File: src/rtl/uart_tx_framer.sv
// UART transmit framer: latches a word on a valid/busy handshake and shifts out
// start, LSB-first data, optional parity and one or two stop bits on baud strobes.
module uart_tx_framer #(
    parameter int DATA_WIDTH = 8
) (
    input  logic                  i_clk,
    input  logic                  i_rst_n,
    input  logic [DATA_WIDTH-1:0] i_p_data,
    input  logic                  i_data_valid,
    input  logic                  i_par_en,
    input  logic                  i_par_typ,
    input  logic                  i_stop2,
    input  logic                  i_baud_en,
    output logic                  o_tx_out,
    output logic                  o_busy
);

    // state    | meaning (next bit to drive)
    // S_IDLE   | line high, waiting for a request
    // S_START  | start bit
    // S_DATA   | data bit r_bit_cnt
    // S_PARITY | parity bit
    // S_STOP   | stop bit(s)
    // S_END    | close the final stop-bit period, release busy
    typedef enum logic [2:0] {
        S_IDLE,
        S_START,
        S_DATA,
        S_PARITY,
        S_STOP,
        S_END
    } state_t;

    localparam int CW = $clog2(DATA_WIDTH);
    localparam logic [CW-1:0] LAST_BIT = CW'(DATA_WIDTH - 1);

    state_t                r_state;
    logic [DATA_WIDTH-1:0] r_shift;
    logic [CW-1:0]         r_bit_cnt;
    logic                  r_stop_cnt;
    logic                  r_par_en;
    logic                  r_par_bit;
    logic                  r_stop2;
    logic                  r_tx_out;
    logic                  r_busy;

    assign o_tx_out = r_tx_out;
    assign o_busy   = r_busy;

    always_ff @(posedge i_clk) begin
        if (!i_rst_n) begin
            r_state    <= S_IDLE;
            r_shift    <= '0;
            r_bit_cnt  <= '0;
            r_stop_cnt <= 1'b0;
            r_par_en   <= 1'b0;
            r_par_bit  <= 1'b0;
            r_stop2    <= 1'b0;
            r_tx_out   <= 1'b1;
            r_busy     <= 1'b0;
        end else if (r_state == S_IDLE) begin
            r_tx_out <= 1'b1;
            if (i_data_valid) begin
                // parity of the accepted word is fixed here so live inputs never leak in
                r_shift    <= i_p_data;
                r_par_en   <= i_par_en;
                r_par_bit  <= (^i_p_data) ^ i_par_typ;
                r_stop2    <= i_stop2;
                r_stop_cnt <= 1'b0;
                r_busy     <= 1'b1;
                r_state    <= S_START;
            end
        end else if (i_baud_en) begin
            case (r_state)
                S_START: begin
                    r_tx_out  <= 1'b0;
                    r_bit_cnt <= '0;
                    r_state   <= S_DATA;
                end
                S_DATA: begin
                    r_tx_out  <= r_shift[0];
                    r_shift   <= r_shift >> 1;
                    r_bit_cnt <= r_bit_cnt + 1'b1;
                    if (r_bit_cnt == LAST_BIT)
                        r_state <= r_par_en ? S_PARITY : S_STOP;
                end
                S_PARITY: begin
                    r_tx_out <= r_par_bit;
                    r_state  <= S_STOP;
                end
                S_STOP: begin
                    r_tx_out <= 1'b1;
                    if (r_stop2 && !r_stop_cnt)
                        r_stop_cnt <= 1'b1;
                    else
                        r_state <= S_END;
                end
                S_END: begin
                    r_tx_out <= 1'b1;
                    r_busy   <= 1'b0;
                    r_state  <= S_IDLE;
                end
                default: begin
                    r_tx_out <= 1'b1;
                    r_busy   <= 1'b0;
                    r_state  <= S_IDLE;
                end
            endcase
        end
    end

endmodule
File: config.mk
export PLATFORM = sky130hd
export DESIGN_NAME = uart_tx_framer
export DESIGN_NICKNAME = d
export VERILOG_FILES = /design/src/rtl/uart_tx_framer.sv
export SDC_FILE = /design/constraint.sdc
export NUM_CORES = 1
export LEC_CHECK = 0
export CAP_MARGIN = 20
export CORE_ASPECT_RATIO = 0.75
export CORE_MARGIN = 2
export CORE_UTILIZATION = 27
export CTS_CLUSTER_DIAMETER = 200
export DETAILED_ROUTE_END_ITERATION = 8
export SLEW_MARGIN = 30
export SYNTH_ARGS = -nofsm -noshare
export SYNTH_HDL_FRONTEND = slang
export SYNTH_SLANG_ARGS = --single-unit
File: constraint.sdc
create_clock -name i_clk -period 3.12 [get_ports i_clk]
set_input_delay 0.936 -clock i_clk [delete_from_list [all_inputs] [get_ports i_clk]]
set_output_delay 0.936 -clock i_clk [all_outputs]
set_load 0.01 [all_outputs]
## Word-level counts from Yosys, hierarchy flattened

Index checks and enable logic that the tools add are counted.

- $add $sub $neg: 1
- $mul: 0
- Divide/modulo/power cells: 0
- Magnitude comparators: 0
- Eq/ne operators: 9
- Shift operators: 0
- Mux-type cells: 22
- Bitwise operators: 3
- Reduce and logical (&&, ||, !) cells: 17

Operators with widths:

| kind | number |
|---|---|
| two-way mux 8 bit | 4 |
| two-way mux 3 bit | 6 |
| case mux 3 bit (4 select lines) | 1 |
| nonzero test 2 bit | 5 |
| two-way mux 1 bit | 9 |
| AND reduction 3 bit | 3 |
| AND reduction 4 bit | 2 |
| parity 8 bit | 1 |
| equality test 3 x 2 -> 1 bit (second input constant) | 2 |
| equality test 3 bit (second input constant) | 2 |
| != test 3 bit (second input constant) | 2 |
| case mux 3 bit (2 select lines) | 1 |
| OR reduction 4 bit | 1 |
| adder 3 x 1 -> 3 bit (second input constant) | 1 |
| equality test 3 x 1 -> 1 bit (second input constant) | 1 |
| zero test 3 bit | 1 |
| case mux 1 bit (3 select lines) | 1 |
| != test 2 x 1 -> 1 bit (second input constant) | 1 |
| != test 2 bit (second input constant) | 1 |
| NOT 1 bit | 2 |
| AND reduction 2 bit | 1 |
| OR reduction 2 bit | 1 |
| logical AND 1 bit | 1 |
| zero test 1 bit | 1 |
| XOR 1 bit | 1 |

- Flip-flop bits (word level): 20
- Bits in latches: 0
- RAM bits: 0
- ROM bits: 0
- Bits of input ports: 15
- Output and inout bits: 2
- Logic and storage cells: 61
- Memories: 0

## Longest topological paths before layout

Gate-level depths: netlist (run 1).

- Word-level depth: 6
- Depth in mapped cells: 6
- Gate-level depth less buffers: 6

## Least setup slack after synthesis (run 1)

OpenSTA, ideal clock, no wires.

- Kind: input to register
- Start: input i_baud_en
- End: register r_shift[2]
- Library setup time: 0.116 ns
- Data arrival time: 1.833 ns
- Required time: 3.004 ns
- Setup slack: 1.171 ns
- Stages on the path: 6
- Buffers on the path: 2
- Cell sequence: buf_2 mux2i_1 nor3_2 buf_2 nand2_1 o211a_1

- Cells in the longest elaborated chain, start to end: 2

RTL lines:

| item | RTL line | text |
|---|---|---|
| start: declaration | 13 | `input logic i_baud_en,` |
| nonzero test 2 bit (no line) | -- |  |
| AND reduction 3 bit (no line) | -- |  |
| end signal: assignment | 65 | `r_shift <= i_p_data;` |
| end signal: assignment | 82 | `r_shift <= r_shift >> 1;` |
| end: declaration | 38 | `logic [DATA_WIDTH-1:0] r_shift;` |

Every way passes these cells.
A chain may end at the register's enable or synchronous reset.

## Worst setup path after layout (run 1)

- Start: input i_data_valid
- End: register r_state[0]

- Cells in the longest elaborated chain, start to end: 2

RTL lines:

| item | RTL line | text |
|---|---|---|
| start: declaration | 9 | `input logic i_data_valid,` |
| != test 2 bit (no line) | -- |  |
| AND reduction 4 bit (no line) | -- |  |
| end signal: assignment | 85 | `r_state <= r_par_en ? S_PARITY : S_STOP;` |
| end: declaration | 37 | `state_t r_state;` |

Every way passes these cells.

==> metrics, run 1 <==
setup bufs post-CTS=0; setup_tns=0 ps; drt drc=0; most frequent cells in the layout=dfxtp_1 (20), clkdlybuf4s50_1 (16), nand2_1 (15); Pwr Density=590.4 mW/mm²; Filler Cell Count=445; Netlist cell types=36; io pins=17; reg2reg start=r_state[0]; overall power=0.8103 mW; Routed Antenna Nets=0; Hold Violations, Final=0; slew margin rel.=52.98%; commonest non-fill, non-tap cell in the layout=dfxtp_1; Non-Filler Instances=191; RSZ-0062 raised after global routing=no; largest net degree at the start of global routing=18; FF-to-FF path depth=4; Clock transition at path regs=70 ps; Layout area overhead=20.68%; Core Util, Final=33.86%; share of layout cells above drive strength 1=6.618%; Post-Syn Area=0.001137 mm²; Multi-input gate area=675.6 µm²; Root Driver=clkbuf_8; DIE WIDTH=78.95 µm; hold_buf cts=0; Placed Cells=188; max cap viols=0; final critical-path required period=2303 ps; Port Buf Inserts=16; status=complete, no violations; Largest register FFs=8; global-route wire length before repair=4.043 mm; number of CTS-inserted buffers=3; Clock Skew=4.572 ps; CP Capture Type=flop; core area=0.004054 mm²; Hold WC Path Type=reg -> reg; Initial Utilization=28.06%; Rows=20; htree depth=1; DR iter-0 viols=27; ANT cells=0; final setup fails=0; clock latency on the worst-skew pair=250 ps; Total Wirelength=2.357 mm; Area after DPL=0.001331 mm²; number of vias per cell=4.796; clk sink count=20; Syn Nets=141; Vias=916; Die Ht=60.21 µm; static leakage=0.6130 nW; biggest registers after layout=r_shift x8, r_bit_cnt x3, r_state x3; Fmax=434.3 MHz; Pre-antenna DRT Iters=4; synth warn=0; Resize count post-CTS=0; nets=155; die area=0.004753 mm²; syn avg cell area=9.172 µm²; period utilization=73.80%; CP Class=in -> reg; clk buf depth=2; vias in the first global route=924; Crit. Startpoint=i_data_valid; initial antenna violation count=0; Worst Setup Start Kind=primary input; R2R Setup Slk=1370 ps; R2R Path End=r_state[0]; sequential area share after synthesis=35.20%; CTS tree=done; CP required=3320 ps; Crit path arrival time=2500 ps; CP Max Fanout=7; GPL Wtd Cong=0.7893; Setup crit end=r_state[0]; gr ovfl total=0; dpl hpwl=1.732 mm; maximum VDD drop=0.0002498 V; storage element area=400.4 µm²; GRT Util Overall=11.00%; design area=0.001373 mm²; drt wl/cell=12.34 µm; synthesized flop and latch total=20; Most flops, register=r_shift; Slew Viols, Final=0; worst-margin pin slew=704.3 ps; Syn Inst Count=124
==> metrics by stage <==
step | hold WS [ps] | setup WS [ps]
after floorplan | 444.3 | 1171
after global placement | 453.8 | 562.8
after detailed placement | 478.5 | 585.8
after CTS | 490.4 | 798.2
after global routing | 517.3 | 657.9
final | 485.2 | 817.4
==> Yosys cell counts (all sizes together) <==
cell | count | area (µm²)
a211o | 3 | 26.28
a21boi | 1 | 7.510
a21oi | 6 | 33.78
a31oi | 2 | 12.51
a41oi | 1 | 8.760
and2 | 5 | 31.28
buf | 6 | 38.79
clkbuf | 3 | 11.26
dfxtp | 20 | 400.4
ha | 2 | 25.02
inv | 3 | 11.26
mux2i | 9 | 90.09
nand2 | 15 | 56.30
nand2b | 1 | 6.260
nand3 | 3 | 15.01
nand3b | 1 | 7.510
nor2 | 7 | 26.28
nor2b | 6 | 37.54
nor3 | 2 | 26.28
nor3b | 2 | 15.01
nor4b | 2 | 32.53
nor4bb | 1 | 10.01
o211a | 7 | 70.07
o21a | 2 | 15.01
o21ai | 3 | 15.01
o22ai | 1 | 6.260
o2bb2ai | 3 | 26.28
o41ai | 1 | 8.760
xnor2 | 3 | 26.28
xnor3 | 1 | 22.52
xor2 | 2 | 17.52
==> worst max-delay path, stage by stage <==
cell             delay, ps
clkdlybuf4s50_1        520
nor4b_4                440
a21oi_2                 70
nor4b_1                340
o21a_1                 180
==> how the worst min path moves through the flow <==
| stage | from | to | slack (ps) | cells after the start |
|---|---|---|---|---|
| 2_1_floorplan | r_shift[7] | r_shift[7] | 440 | 2 |
| 3_5_place_dp | r_shift[7] | r_shift[7] | 480 | 2 |
| 5_1_grt | r_shift[7] | r_shift[7] | 520 | 2 |
| 3_3_place_gp | r_shift[7] | r_shift[7] | 450 | 2 |
| 4_1_cts | r_shift[7] | r_shift[7] | 490 | 2 |
| 6_report | r_shift[7] | r_shift[7] | 490 | 2 |
==> report_power, final <==
part	internal [mW]	switching [mW]	leakage (nW)
Sequential	0.301	0.0629	0.164
Clock	0.0858	0.0792	0.0216
Combinational	0.151	0.131	0.427
Total	0.538	0.273	0.613
==> kinds of logic (layout without fill, tap and decap cells) <==
family	Yosys count	count (layout)	synth area share (%)
xor+xnor	6	6	5.831
fa+ha+maj	2	2	2.200
buf+inv	12	24	5.391
compound gates	30	30	20.24
mux	9	9	7.921
simple gates	45	45	23.21
flops	20	20	35.20
==> layout make-up <==
class	count	area share, %
Clock buffer	3	3.008
Inverter	3	0.8204
Multi-Input combinational cell	92	49.23
Sequential cell	20	29.17
Tap cell	55	5.014
Timing Repair Buffer	18	12.76
==> per-layer routing <==
layer,GRT usage [%],wire length [µm],share of wire [%]
met1,12.86,1149,49
met2,18.68,1104,47
met3,3.927,74,3.1
met4,4.433,29,1.2
met5,0,0,0
Power figures use the tool's default switching activity.
==> inputs of run 2 (changes only) <==
==> constraint.sdc (replaced) <==
create_clock -name i_clk -period 2.1 [get_ports i_clk]
set_input_delay 0.63 -clock i_clk [delete_from_list [all_inputs] [get_ports i_clk]]
set_output_delay 0.63 -clock i_clk [all_outputs]
set_load 0.01 [all_outputs]
==> metrics, run 2 (same netlist as run 1, synthesis figures left out) <==
Resize count post-CTS=0 (unchanged); Core Util, Final=34.57% (+0.71 points); period utilization=88.08%; Setup crit end=r_par_bit; max cap viols=0 (unchanged); vias in the first global route=861 (-6.8%); drt wl/cell=11.97 µm (-3.0%); worst-margin pin slew=692.8 ps (-11.49 ps); FF-to-FF path depth=4 (unchanged); clock latency on the worst-skew pair=260 ps (about the same); largest net degree at the start of global routing=18 (unchanged); hold slack=476.0 ps (-9.200 ps); share of layout cells above drive strength 1=8.633% (+2.0 points); CP Capture Type=flop; gr ovfl total=0 (unchanged); Sw Pwr=0.4144 mW (+52%); maximum VDD drop=0.0002573 V (+3.0%); DR iter-0 viols=57 (+110%); number of CTS-inserted buffers=3 (unchanged); drt drc=0 (unchanged); Slew Viols, Final=0 (unchanged); R2R Path End=r_shift[3]; Total Wirelength=2.323 mm (-1.4%); Fmax=540.6 MHz; hold_buf cts=0 (unchanged); R2R Setup Slk=460 ps (-910 ps); Crit path arrival time=2050 ps (-450 ps); Most flops, register=r_shift; Largest register FFs=8 (unchanged); Hold Violations, Final=0 (unchanged); Routed Antenna Nets=0 (unchanged); CP cell instances=clkdlybuf4s50_1, xor2_1, xnor3_1, nor3b_1, a211o_1; global-route wire length before repair=4.071 mm (+0.69%); Pwr Density=898.9 mW/mm² (+52%); status=complete, no violations; RSZ-0062 raised after global routing=no; Layout area overhead=23.21%; Worst Setup Start Kind=primary input; GPL Wtd Cong=0.7585 (-3.9%); CP Class=in -> reg; DIE WIDTH=78.95 µm (unchanged); Initial Utilization=28.06% (unchanged); Root Driver=clkbuf_8; setup bufs post-CTS=0 (unchanged); Crit. Startpoint=i_p_data[3]; biggest registers after layout=r_shift x8, r_bit_cnt x3, r_state x3; Die Ht=60.21 µm (unchanged); Clock transition at path regs=70 ps (about the same); clk buf depth=2 (unchanged); Flop pwr share=42.9% (-2.0 points); Gate power share=33.9% (-0.9 points); final critical-path required period=1850 ps; Port Buf Inserts=16 (unchanged); number of vias per cell=4.747 (-1.0%); die area=0.004753 mm² (unchanged); CP Max Fanout=2 (-5); clk sink count=20 (unchanged); Critical Path Slowest Stage Cell=clkdlybuf4s50_1; io pins=17 (unchanged); overall power=1.260 mW (+55%); reg2reg start=r_state[0]; Pre-antenna DRT Iters=4 (unchanged); CTS tree=done; dpl hpwl=1.729 mm (-0.19%); commonest non-fill, non-tap cell in the layout=dfxtp_1; Pint=0.8452 mW (+57%); core area=0.004054 mm² (unchanged); nets=157 (+1.3%); initial antenna violation count=0 (unchanged); Hold WC Path Type=reg -> reg; Vias=921 (+0.55%); static leakage=0.6300 nW (+2.8%); ANT cells=0 (unchanged); Sw Ratio=32.90% (-0.75 points); GRT Util Overall=10.87% (-0.13 points); most frequent cells in the layout=dfxtp_1 (20), clkdlybuf4s50_1 (16), nand2_1 (15); htree depth=1 (unchanged); CP required=2300 ps (-1020 ps); Slowest Stage Delay on Critical Path=500 ps (-20 ps); final setup fails=0 (unchanged); Rows=20 (unchanged); Clock Skew=1.580 ps (-2.992 ps); slew margin rel.=53.75% (+0.77 points); Clock Power Share=23.2% (+2.8 points)
[run 2: cell types whose count changed in the layout (fill, tap and decap cells not counted), sizes merged]
cell / delta
clkbuf: +1
buf: +2
[run 2: layer usage]
layer	wire length [µm]	GRT usage (%)
met2	1032	17.34
met3	39	3.172
met4	19	2.956
met1	1231	14.52
met5	0	0
[run 2: how the worst min path moves through the flow]
stage	slack (ps)	from	end	cells after the start
6_report	480	r_shift[7]	r_shift[7]	2
3_3_place_gp	460	r_shift[7]	r_shift[7]	2
2_1_floorplan	440	r_shift[7]	r_shift[7]	2
5_1_grt	490	r_shift[7]	r_shift[7]	2
4_1_cts	480	r_shift[7]	r_shift[7]	2
3_5_place_dp	470	r_shift[7]	r_shift[7]	2
[run 2: metrics by stage]
| step | cell area (µm²) | TNS, ps | setup slack (ps) | instances |
|---|---|---|---|---|
| after detailed placement | 1346 | -5.745 | -5.745 | 190 |
| after global routing | 1401 | 0 | 155.8 | 194 |
| after global placement | 1346 | 0 | 30.15 | 190 |
| after floorplan | 1137 | 0 | 457.0 | 124 |
| after CTS | 1401 | 0 | 249.5 | 194 |
| final | 1401 | 0 | 250.4 | 194 |
[run 2: critical path: cells and delay by family]
family	cells	cell delay [ps]
buffers and inverters	1	500
xor gates and xnor gates	2	580
AOI/OAI and AO/OA	1	130
and+or+nand+nor	1	210
[run 2: layout make-up]
cell class | instances | area [µm²]
flip-flops and latches | 20 | 400.4
well taps | 55 | 68.82
multi-input cells | 92 | 675.6
fillers | 432 | 2653
inverters | 3 | 11.26
repair buffers | 20 | 190.2
clock buffers | 4 | 55.05
[run 2: power groups by stage]
stage | combinational, mW | clock (mW) | sequential (mW)
finish | 0.427 | 0.292 | 0.541
global placement | 0.414 | 0 | 0.543
detailed placement | 0.427 | 0 | 0.549
CTS | 0.429 | 0.307 | 0.539
global route | 0.473 | 0.322 | 0.555
floorplan | 0.385 | 0 | 0.487
